==> src/rtl/pooling_pkg.sv <==
// Shared fp32 definitions for the max-pooling datapath: field positions,
// the word type and the sign-magnitude greater-than ordering.
package pooling_pkg;

   localparam int DATA_WIDTH    = 32;
   localparam int FP32_SIGN     = 31;
   localparam int FP32_EXP_MSB  = 30;
   localparam int FP32_EXP_LSB  = 23;
   localparam int FP32_MANT_MSB = 22;
   localparam int FP32_MANT_LSB = 0;

   typedef logic [DATA_WIDTH-1:0] fp32_t;

   // Sign-magnitude ordering; +0 ranks above -0 because the sign test comes first.
   function automatic logic fp32_gt(input fp32_t a, input fp32_t b);
      logic [FP32_EXP_MSB:FP32_MANT_LSB] mag_a;
      logic [FP32_EXP_MSB:FP32_MANT_LSB] mag_b;
      mag_a = {a[FP32_EXP_MSB:FP32_EXP_LSB], a[FP32_MANT_MSB:FP32_MANT_LSB]};
      mag_b = {b[FP32_EXP_MSB:FP32_EXP_LSB], b[FP32_MANT_MSB:FP32_MANT_LSB]};
      if (a[FP32_SIGN] != b[FP32_SIGN])
         return !a[FP32_SIGN];
      else if (!a[FP32_SIGN])
         return mag_a > mag_b;
      else
         return mag_a < mag_b;
   endfunction

endpackage

==> src/rtl/fp32_max_cmp.sv <==
// Combinational fp32 max of a stored partial and a candidate word.
// The partial is returned on a tie so the earlier window element is kept.
module fp32_max_cmp
   import pooling_pkg::*;
(
   input  fp32_t partial,
   input  fp32_t cand,
   output fp32_t max_val
);

   assign max_val = fp32_gt(cand, partial) ? cand : partial;

endmodule

==> src/rtl/pooling_max_unit.sv <==
// Streaming KERNEL_SIZE x KERNEL_SIZE max-pooling over a serial row-major
// fp32 feature map, keeping one partial maximum per output column.
module pooling_max_unit #(
   parameter int  INPUT_SIZE  = 6,
   parameter int  KERNEL_SIZE = 2,
   parameter int  DATA_WIDTH  = 32,
   localparam int OUT_SIZE    = INPUT_SIZE / KERNEL_SIZE,
   localparam int OC_W        = (OUT_SIZE > 1) ? $clog2(OUT_SIZE) : 1
) (
   input  logic                  clk,
   input  logic                  rst_n,
   input  logic                  frame_start,
   input  logic                  in_valid,
   input  logic [DATA_WIDTH-1:0] data_in,
   output logic                  out_valid,
   output logic [DATA_WIDTH-1:0] data_out,
   output logic [OC_W-1:0]       out_col,
   output logic                  frame_done,
   output logic                  busy
);

   import pooling_pkg::*;

   localparam int CW        = $clog2(INPUT_SIZE + 1);
   localparam int KW        = (KERNEL_SIZE > 1) ? $clog2(KERNEL_SIZE) : 1;
   localparam int POOL_ROWS = OUT_SIZE * KERNEL_SIZE;
   localparam int PD        = 2 ** OC_W;

   localparam logic [CW-1:0] LAST_IDX  = CW'(INPUT_SIZE - 1);
   localparam logic [CW-1:0] OUT_LIM   = CW'(OUT_SIZE);
   localparam logic [CW-1:0] ROW_LIM   = CW'(POOL_ROWS);
   localparam logic [CW-1:0] LAST_OC   = CW'(OUT_SIZE - 1);
   localparam logic [CW-1:0] LAST_PROW = CW'(POOL_ROWS - 1);
   localparam logic [KW-1:0] K_LAST    = KW'(KERNEL_SIZE - 1);

   localparam logic [0:0] IDLE = 1'b0;
   localparam logic [0:0] RUN  = 1'b1;

   logic [0:0]    state;
   logic [CW-1:0] col, row, oc;
   logic [KW-1:0] kc, kr;
   logic [OC_W-1:0] oc_idx;
   fp32_t         partial [PD];
   fp32_t         part_rd, max_val, upd_val;
   logic          accept, in_window, win_open, win_close, last_word, last_win;
   logic          emit;

   logic                  vld_p1, done_p1;
   logic [DATA_WIDTH-1:0] data_p1;
   logic [OC_W-1:0]       col_p1;

   assign oc_idx    = oc[OC_W-1:0];
   assign accept    = in_valid && !frame_start;
   assign in_window = (oc < OUT_LIM) && (row < ROW_LIM);
   assign win_open  = (kc == '0) && (kr == '0);
   assign win_close = (kc == K_LAST) && (kr == K_LAST);
   assign last_word = (row == LAST_IDX) && (col == LAST_IDX);
   assign last_win  = (oc == LAST_OC) && (row == LAST_PROW);
   assign emit      = accept && in_window && win_close;

   assign part_rd = partial[oc_idx];

   // Single comparator serves both the partial update and the pooled result.
   fp32_max_cmp u_cmp (
      .partial (part_rd),
      .cand    (data_in),
      .max_val (max_val)
   );

   assign upd_val = win_open ? data_in : max_val;

   always_ff @(posedge clk or negedge rst_n) begin
      if (!rst_n) begin
         col <= '0;
         row <= '0;
         oc  <= '0;
         kc  <= '0;
         kr  <= '0;
      end else if (frame_start) begin
         col <= '0;
         row <= '0;
         oc  <= '0;
         kc  <= '0;
         kr  <= '0;
      end else if (in_valid) begin
         if (col == LAST_IDX) begin
            col <= '0;
            oc  <= '0;
            kc  <= '0;
            if (row == LAST_IDX) begin
               row <= '0;
               kr  <= '0;
            end else begin
               row <= row + 1'b1;
               kr  <= (kr == K_LAST) ? '0 : kr + 1'b1;
            end
         end else begin
            col <= col + 1'b1;
            kc  <= (kc == K_LAST) ? '0 : kc + 1'b1;
            oc  <= (kc == K_LAST) ? oc + 1'b1 : oc;
         end
      end
   end

   always_ff @(posedge clk or negedge rst_n) begin
      if (!rst_n) begin
         state <= IDLE;
      end else begin
         case (state)
            IDLE:    if (frame_start || in_valid) state <= RUN;
            RUN:     if (accept && last_word) state <= IDLE;
            default: state <= IDLE;
         endcase
      end
   end

   always_ff @(posedge clk or negedge rst_n) begin
      if (!rst_n) begin
         for (int i = 0; i < PD; i++) partial[i] <= '0;
      end else if (frame_start) begin
         for (int i = 0; i < PD; i++) partial[i] <= '0;
      end else if (accept && in_window) begin
         partial[oc_idx] <= upd_val;
      end
   end

   // Output stage p1: result registered one cycle after the closing word.
   always_ff @(posedge clk or negedge rst_n) begin
      if (!rst_n) begin
         vld_p1  <= 1'b0;
         done_p1 <= 1'b0;
         data_p1 <= '0;
         col_p1  <= '0;
      end else begin
         vld_p1  <= emit;
         done_p1 <= emit && last_win;
         if (emit) begin
            data_p1 <= upd_val;
            col_p1  <= oc_idx;
         end
      end
   end

   assign out_valid  = vld_p1;
   assign frame_done = done_p1;
   assign data_out   = data_p1;
   assign out_col    = col_p1;
   assign busy       = (state == RUN);

endmodule
==> config.mk <==
export PLATFORM = sky130hd
export DESIGN_NAME = pooling_max_unit
export DESIGN_NICKNAME = d
export VERILOG_FILES = /design/src/rtl/pooling_pkg.sv /design/src/rtl/fp32_max_cmp.sv /design/src/rtl/pooling_max_unit.sv
export SDC_FILE = /design/constraint.sdc
export NUM_CORES = 1
export LEC_CHECK = 0
export CAP_MARGIN = 20
export CORE_MARGIN = 2
export CORE_UTILIZATION = 67
export CTS_BUF_LIST = sky130_fd_sc_hd__clkbuf_8
export CTS_CLUSTER_SIZE = 30
export DETAILED_ROUTE_END_ITERATION = 12
export PLACE_DENSITY = 0.95
export SLEW_MARGIN = 10
export SYNTH_ARGS = -nofsm -noshare
export SYNTH_HDL_FRONTEND = slang
export SYNTH_SLANG_ARGS = --single-unit
==> constraint.sdc <==
create_clock -name clk -period 9.2 [get_ports clk]
set_input_delay 1.84 -clock clk [delete_from_list [all_inputs] [get_ports clk]]
set_output_delay 1.84 -clock clk [all_outputs]
set_load 0.02 [all_outputs]
==> Yosys cells after proc, flatten, opt, wreduce, memory -nomap -nowiden <==
Cells that the tools add are included.
{ "word_totals": {"in_bits": 36, "reg_bits": 176, "wordCells": 88} }
{ "op_classes": {"reduce_logical": 20, "bitwise_logic": 4, "n_mux": 35, "magnitude_cmp": 6, "eq_ne": 4, "addsub": 5} }
{ "ops": {"columns": ["cell", "count"], "rows": [
  ["$mux W128", 2],
  ["$mux W32", 5],
  ["$bwmux W128", 1],
  ["$bmux W32 S2", 1],
  ["$demux W32 S2", 1],
  ["$mux W3", 11],
  ["$gt A31 B31 Y1", 1],
  ["$lt A31 B31 Y1", 1],
  ["$mux W1", 13],
  ["$logic_and A1 B1 Y1", 11],
  ["$add A3 B1 Y3 const B", 3],
  ["$eq A3 B3 Y1 const B", 2],
  ["$reduce_bool A2 Y1", 3],
  ["$reduce_and A2 Y1", 2],
  ["$eq A3 B2 Y1 const B", 1],
  ["$ge A3 B3 Y1 const B", 1],
  ["$lt A3 B1 Y1 const B", 1],
  ["$lt A3 B2 Y1 const B", 1],
  ["$lt A3 B3 Y1 const B", 1],
  ["$not A1 Y1", 3],
  ["$not A2 Y3", 1],
  ["$reduce_bool A3 Y1", 1],
  ["$add A1 B1 Y1 const B", 2],
  ["$logic_not A1 Y1", 2],
  ["3 further kinds", 3]
]} }

==> Longest topological paths before layout <==
{ "logic_depth": {"depth_word": 12, "ltp_mapped": 16} }

==> By module <==
Synthesis repeated with hierarchy kept, for this count alone.
{ "hier_totals": {"cells_unflattened": 818, "hier_area_um2": 9972.1} }
{ "by_module_without_submodules": {"columns": ["mod", "cells_per_inst", "area_each_um2", "seq_area_each_um2", "n_inst"], "rows": [
  ["pooling_max_unit", 669, 8638.3, 4404.2, 1],
  ["fp32_max_cmp", 149, 1333.8, 0.0, 1]
]} }

==> Worst setup path after synthesis <==
Ideal clock, no wire load.
{ "synth_timing": {"kind": "in2reg", "start": "input data_in[29]", "end": "register partial[34] (netlist bit)", "n_path_buf": 2, "t_arrival_ns": 3.876, "setup_slack_ns": 5.179, "cell_stages": 10, "setup_time_ns": 0.145, "required_time_ns": 9.055, "path_cell_list": "ha_1 a21oi_1 nand2_1 a221o_1 a211o_1 a21o_1 nor2_1 buf_6 buf_4 o311ai_2"} }
{ "synth_via": {"elab_chain_cells": 8, "elab_cells_between_ends": 9} }
{ "synth_rtl": {"columns": ["item", "line_no", "source"], "rows": [
  ["start: declaration", "pooling_max_unit.sv:14", "input logic [DATA_WIDTH-1:0] data_in,"],
  ["$gt A31 B31 Y1 / $lt A31 B31 Y1 (equally long branches)", "pooling_pkg.sv:23, pooling_pkg.sv:25", null],
  ["$mux W1 (*)", "pooling_pkg.sv:22", "else if (!a[FP32_SIGN])"],
  ["$mux W1 (*)", "pooling_pkg.sv:20", "if (a[FP32_SIGN] != b[FP32_SIGN])"],
  ["$mux W32 (*)", "fp32_max_cmp.sv:11", "assign max_val = fp32_gt(cand, partial) ? cand : partial;"],
  ["$mux W32 (*)", "pooling_max_unit.sv:70", "assign upd_val = win_open ? data_in : max_val;"],
  ["$bwmux W128 (*)", "pooling_max_unit.sv:123", "partial[oc_idx] <= upd_val;"],
  ["$mux W128 (*)", "pooling_max_unit.sv:122", "end else if (accept && in_window) begin"],
  ["$mux W128 (*)", "pooling_max_unit.sv:120", "end else if (frame_start) begin"],
  ["end signal: indexed assignment", "pooling_max_unit.sv:123", null],
  ["end: declaration", "pooling_max_unit.sv:43", "fp32_t partial [PD];"]
]} }
Mark *: on every way between the ends. The rest lies on a longest branch, timed or not. The select of a mux whose other input is x is not followed.
A chain may end at the register's enable or synchronous reset.

==> Worst setup path in the final report <==
{ "layout_timing": {"start": "register oc[0]", "end": "register partial[19] (netlist bit)"} }
{ "layout_via": {"elab_chain_cells": 12, "elab_cells_between_ends": 23} }
{ "layout_rtl": {"columns": ["item", "line_no", "source"], "rows": [
  ["start: declaration", "pooling_max_unit.sv:40", "logic [CW-1:0] col, row, oc;"],
  ["start signal: assignment", "pooling_max_unit.sv:100", "oc <= (kc == K_LAST) ? oc + 1'b1 : oc;"],
  ["$not A2 Y3 (implied by the code)", "pooling_max_unit.sv:61, pooling_max_unit.sv:123", null],
  ["$bmux W32 S2", "pooling_max_unit.sv:61", "assign part_rd = partial[oc_idx];"],
  ["$mux W32 (implied by the code) (2 in a row)", "pooling_max_unit.sv:61", null],
  ["$gt A31 B31 Y1 / $lt A31 B31 Y1 (equally long branches)", "pooling_pkg.sv:23, pooling_pkg.sv:25", null],
  ["$mux W1", "pooling_pkg.sv:22", null],
  ["$mux W1", "pooling_pkg.sv:20", null],
  ["$mux W32", "fp32_max_cmp.sv:11", null],
  ["$mux W32", "pooling_max_unit.sv:70", null],
  ["$bwmux W128", "pooling_max_unit.sv:123", null],
  ["$mux W128", "pooling_max_unit.sv:122", null],
  ["$mux W128", "pooling_max_unit.sv:120", null]
]} }
Parallel ways exist; a longest one is shown, timed or not. The select of a mux whose other input is x is not followed.

==> reports/results.tsv <==
metric	value	unit
finalClockSkew	0.01563	ns
fin_crit	5.710	ns
final_common_cell	dfrtp_1	
cts-root-buf	clkbuf_8	
cts_buffers	17	
fmax	175.1	MHz
yosys.area.top_type	dfrtp_1	
dieHeight	131.7	um
cp-end-kind	flip-flop	
mostFrequentLayoutCells	175 x dfrtp_1, 133 x nand4_1, 131 x nand3b_1, 85 x o311ai_1, 70 x clkdlybuf4s50_1	
power_per_cell_area	140.2	mW/mm^2
fin_crit_sh	0.6207	
drive_gt1_frac	0.1276	
antenna_cells	0	
synth_warnings	0	
postCtsHoldBufs	0	
cts_tree	done	
h-tree-depth	4	
reg2reg_from	oc[0]$_DFFE_PN0P_	
setup_viol_count_final	0	
muxShareOfSynthArea	0.06331	
ios	73	
cp-start-kind	flip-flop	
gp_congestion	0.8054	
synth_top_family_by_area	simple AND/OR/NAND/NOR gates	
relSlewSlack	0.2652	
firstDrtPassIters	6	
vdd_drop_max	97.22	uV
die_area	0.01735	sq mm
drc	0	
vias	9989	
cp_data_arrival_time	6.03	ns
grt_pass1_wl	48460	um
fp-row-count	46	
postCtsSetupBuffers	0	
synth_top_area_frac	0.4030	
avgSynthCellArea	9.918	sq um
viasPerCell	7.654	
rsz0062_at_grt	false	
worstHoldStart	out_col[1]$_DFFE_PN0P_	
synth-compound-area-share	0.2055	
clock_insertion_delay_worst_skew	0.49	ns
critPathKind	flip-flop to flip-flop	
ys_seq_elements	176	
fin_tns_setup	0	ns
synth-xor-area-share	0.001603	
area_delta_synth_final	9.869	%
numPortBuffers	72	
antenna_found_initial	0	
die_x	131.7	um
outcome	complete, no violations	
cts_sinks	176	
ys_async_sr_fraction	1.000	
ant_nets	0	
cp_max_fo	89	
drtIter0Drc	1623	
grt_max_degree	148	
reg2reg_depth	12	
grt_pass1_vias	9502	
cts_resized	0	
start_util	0.6855	
clk_pin_slew	0.09	ns
maxSlewViolCount	0	
netlist_area	0.01093	sq mm
hold_depth	2	
synth_fa_ha_area_frac	0.04007	
hold_viol	0	
nets	1147	
rr_endpoint	partial[19]$_DFFE_PN0P_	
ys_types	45	
grt-ovfl-total	0	
clk_path_buf_depth	2	
netlist_top_cells_area	dfrtp_1 40%, nand3b_1 9.0%, nand4_1 7.6%, o311ai_1 6.8%, o311ai_2 5.8%	
synth-edff-count	0	
core-area	0.01594	sq mm
synthSimpleGateAreaFrac	0.2338	
synthCells	1102	
routedWlPerCell	22.97	um
syn-num-nets	1173	
nFillCells	1039	
routed_wl	29980	um
final.setup.worst_slack	3.490	ns
power.leakage	4.796	nW
hold_end	out_col[1]$_DFFE_PN0P_	
track_usage	0.3393	
pre_cts_ws	3.483	ns
crit_required	9.52	ns
maxCapViolCount	0	
yosysSeqAreaShare	0.4030	
synthFlopType	dfrtp_1	
tightest_slew	1.100	ns
hpwl	16170	um
regToRegSetupSlack	3.49	ns
hp-class	flip-flop to flip-flop	
==> final cells by class <==
type | count | area (sq um) | area share
tap | 216 | 270.3 | 0.02251
multi-input combinational | 787 | 5989 | 0.4988
clock buffer | 21 | 289.0 | 0.02407
timing repair buffer | 87 | 914.6 | 0.07617
sequential | 176 | 4405 | 0.3669
clock inverter | 11 | 112.6 | 0.009378
inverter | 7 | 26.28 | 0.002188
==> critical path, cell delays in order (launching register included) <==
cell and delay, ns:
dfrtp_2 0.64, buf_4 0.77, mux2_2 0.42, o21ai_1 0.49, ha_1 0.36, a21oi_1 0.15
o21ai_0 0.12, a221o_1 0.33, a211o_1 0.35, a21o_1 0.26, nor2_4 0.83, buf_12 0.49
o311ai_1 0.22
==> worst max path at each step <==
| stage | startpoint | to | slack, ns | cells after the start |
|---|---|---|---|---|
| 5_1_grt | oc[0]$_DFFE_PN0P_ | data_out[26]$_DFFE_PN0P_ | 3.32 | 12 |
| 2_1_floorplan | data_in[29] | partial[34]$_DFFE_PN0P_ | 5.18 | 10 |
| 3_3_place_gp | data_in[30] | partial[120]$_DFFE_PN0P_ | 3.61 | 8 |
| 6_report | oc[0]$_DFFE_PN0P_ | partial[19]$_DFFE_PN0P_ | 3.49 | 12 |
| 3_5_place_dp | data_in[28] | partial[120]$_DFFE_PN0P_ | 3.48 | 8 |
| 4_1_cts | oc[0]$_DFFE_PN0P_ | partial[120]$_DFFE_PN0P_ | 3.54 | 13 |
==> through the flow <==
| stage | cell area (sq um) | total power [mW] | hold slack (ns) | utilization | std cells |
|---|---|---|---|---|---|
| final | 12010 | 1.684 | 0.4868 | 0.7532 | 1305 |
| after global routing | 12010 | 1.740 | 0.5243 | 0.7532 | 1305 |
| after CTS | 11930 | 1.671 | 0.4923 | 0.7480 | 1302 |
| after detailed placement | 11520 | 1.126 | 0.4754 | 0.7228 | 1270 |
| after global placement | 11520 | 1.115 | 0.4692 | 0.7228 | 1270 |
| after floorplan | 10930 | 1.029 | 0.4722 | - | 1102 |
==> sequential cells by signal, summed over array words and instances, names as in the netlist, 2 cells and up <==
signal,flops
col,3
partial,128
data_out,32
oc,3
out_col,2
row,3
==> cell families (layout without fill, tap and decap cells) <==
kind of cell,count (synthesis),count (layout)
DFF,176,176
muxes,64,64
AOI/OAI and AO/OA,263,263
xor gates and xnor gates,2,2
buffers and inverters,139,126
adders and majority gates,35,35
and+or+nand+nor,423,423
==> synthesized netlist by cell type (2+ instances only) <==
| master | number |
|---|---|
| o311ai_1 | 85 |
| mux2i_1 | 32 |
| a31oi_1 | 28 |
| a21o_1 | 30 |
| nand2_1 | 56 |
| nand3b_1 | 131 |
| a21oi_1 | 21 |
| and2_0 | 4 |
| nor2_1 | 48 |
| clkbuf_1 | 96 |
| nand4_1 | 133 |
| inv_1 | 6 |
| nor4_4 | 2 |
| dfrtp_1 | 176 |
| nor3b_1 | 2 |
| o21ai_1 | 31 |
| nor3_1 | 6 |
| a211oi_1 | 2 |
| o311ai_2 | 39 |
| buf_2 | 11 |
| o21ai_0 | 16 |
| buf_1 | 19 |
| ha_1 | 35 |
| nand3_1 | 37 |
| mux2_2 | 31 |
| buf_6 | 5 |
| a211o_1 | 2 |
==> where the power goes <==
group	switching [mW]	internal [mW]	total, mW
Sequential	0.0149	0.793	0.808
Clock	0.290	0.267	0.557
Combinational	0.214	0.105	0.319
==> layer usage <==
layer | global-route usage | vias to the layer above | wire (um)
met3 | 0.06636 | 93 | 2951
met4 | 0.1516 | 0 | 882
met1 | 0.4556 | 4892 | 11740
li1 | - | 4275 | -
met5 | 0 | - | 0
met2 | 0.5384 | 729 | 14400
Note: power is estimated with default switching activity, not from simulation.
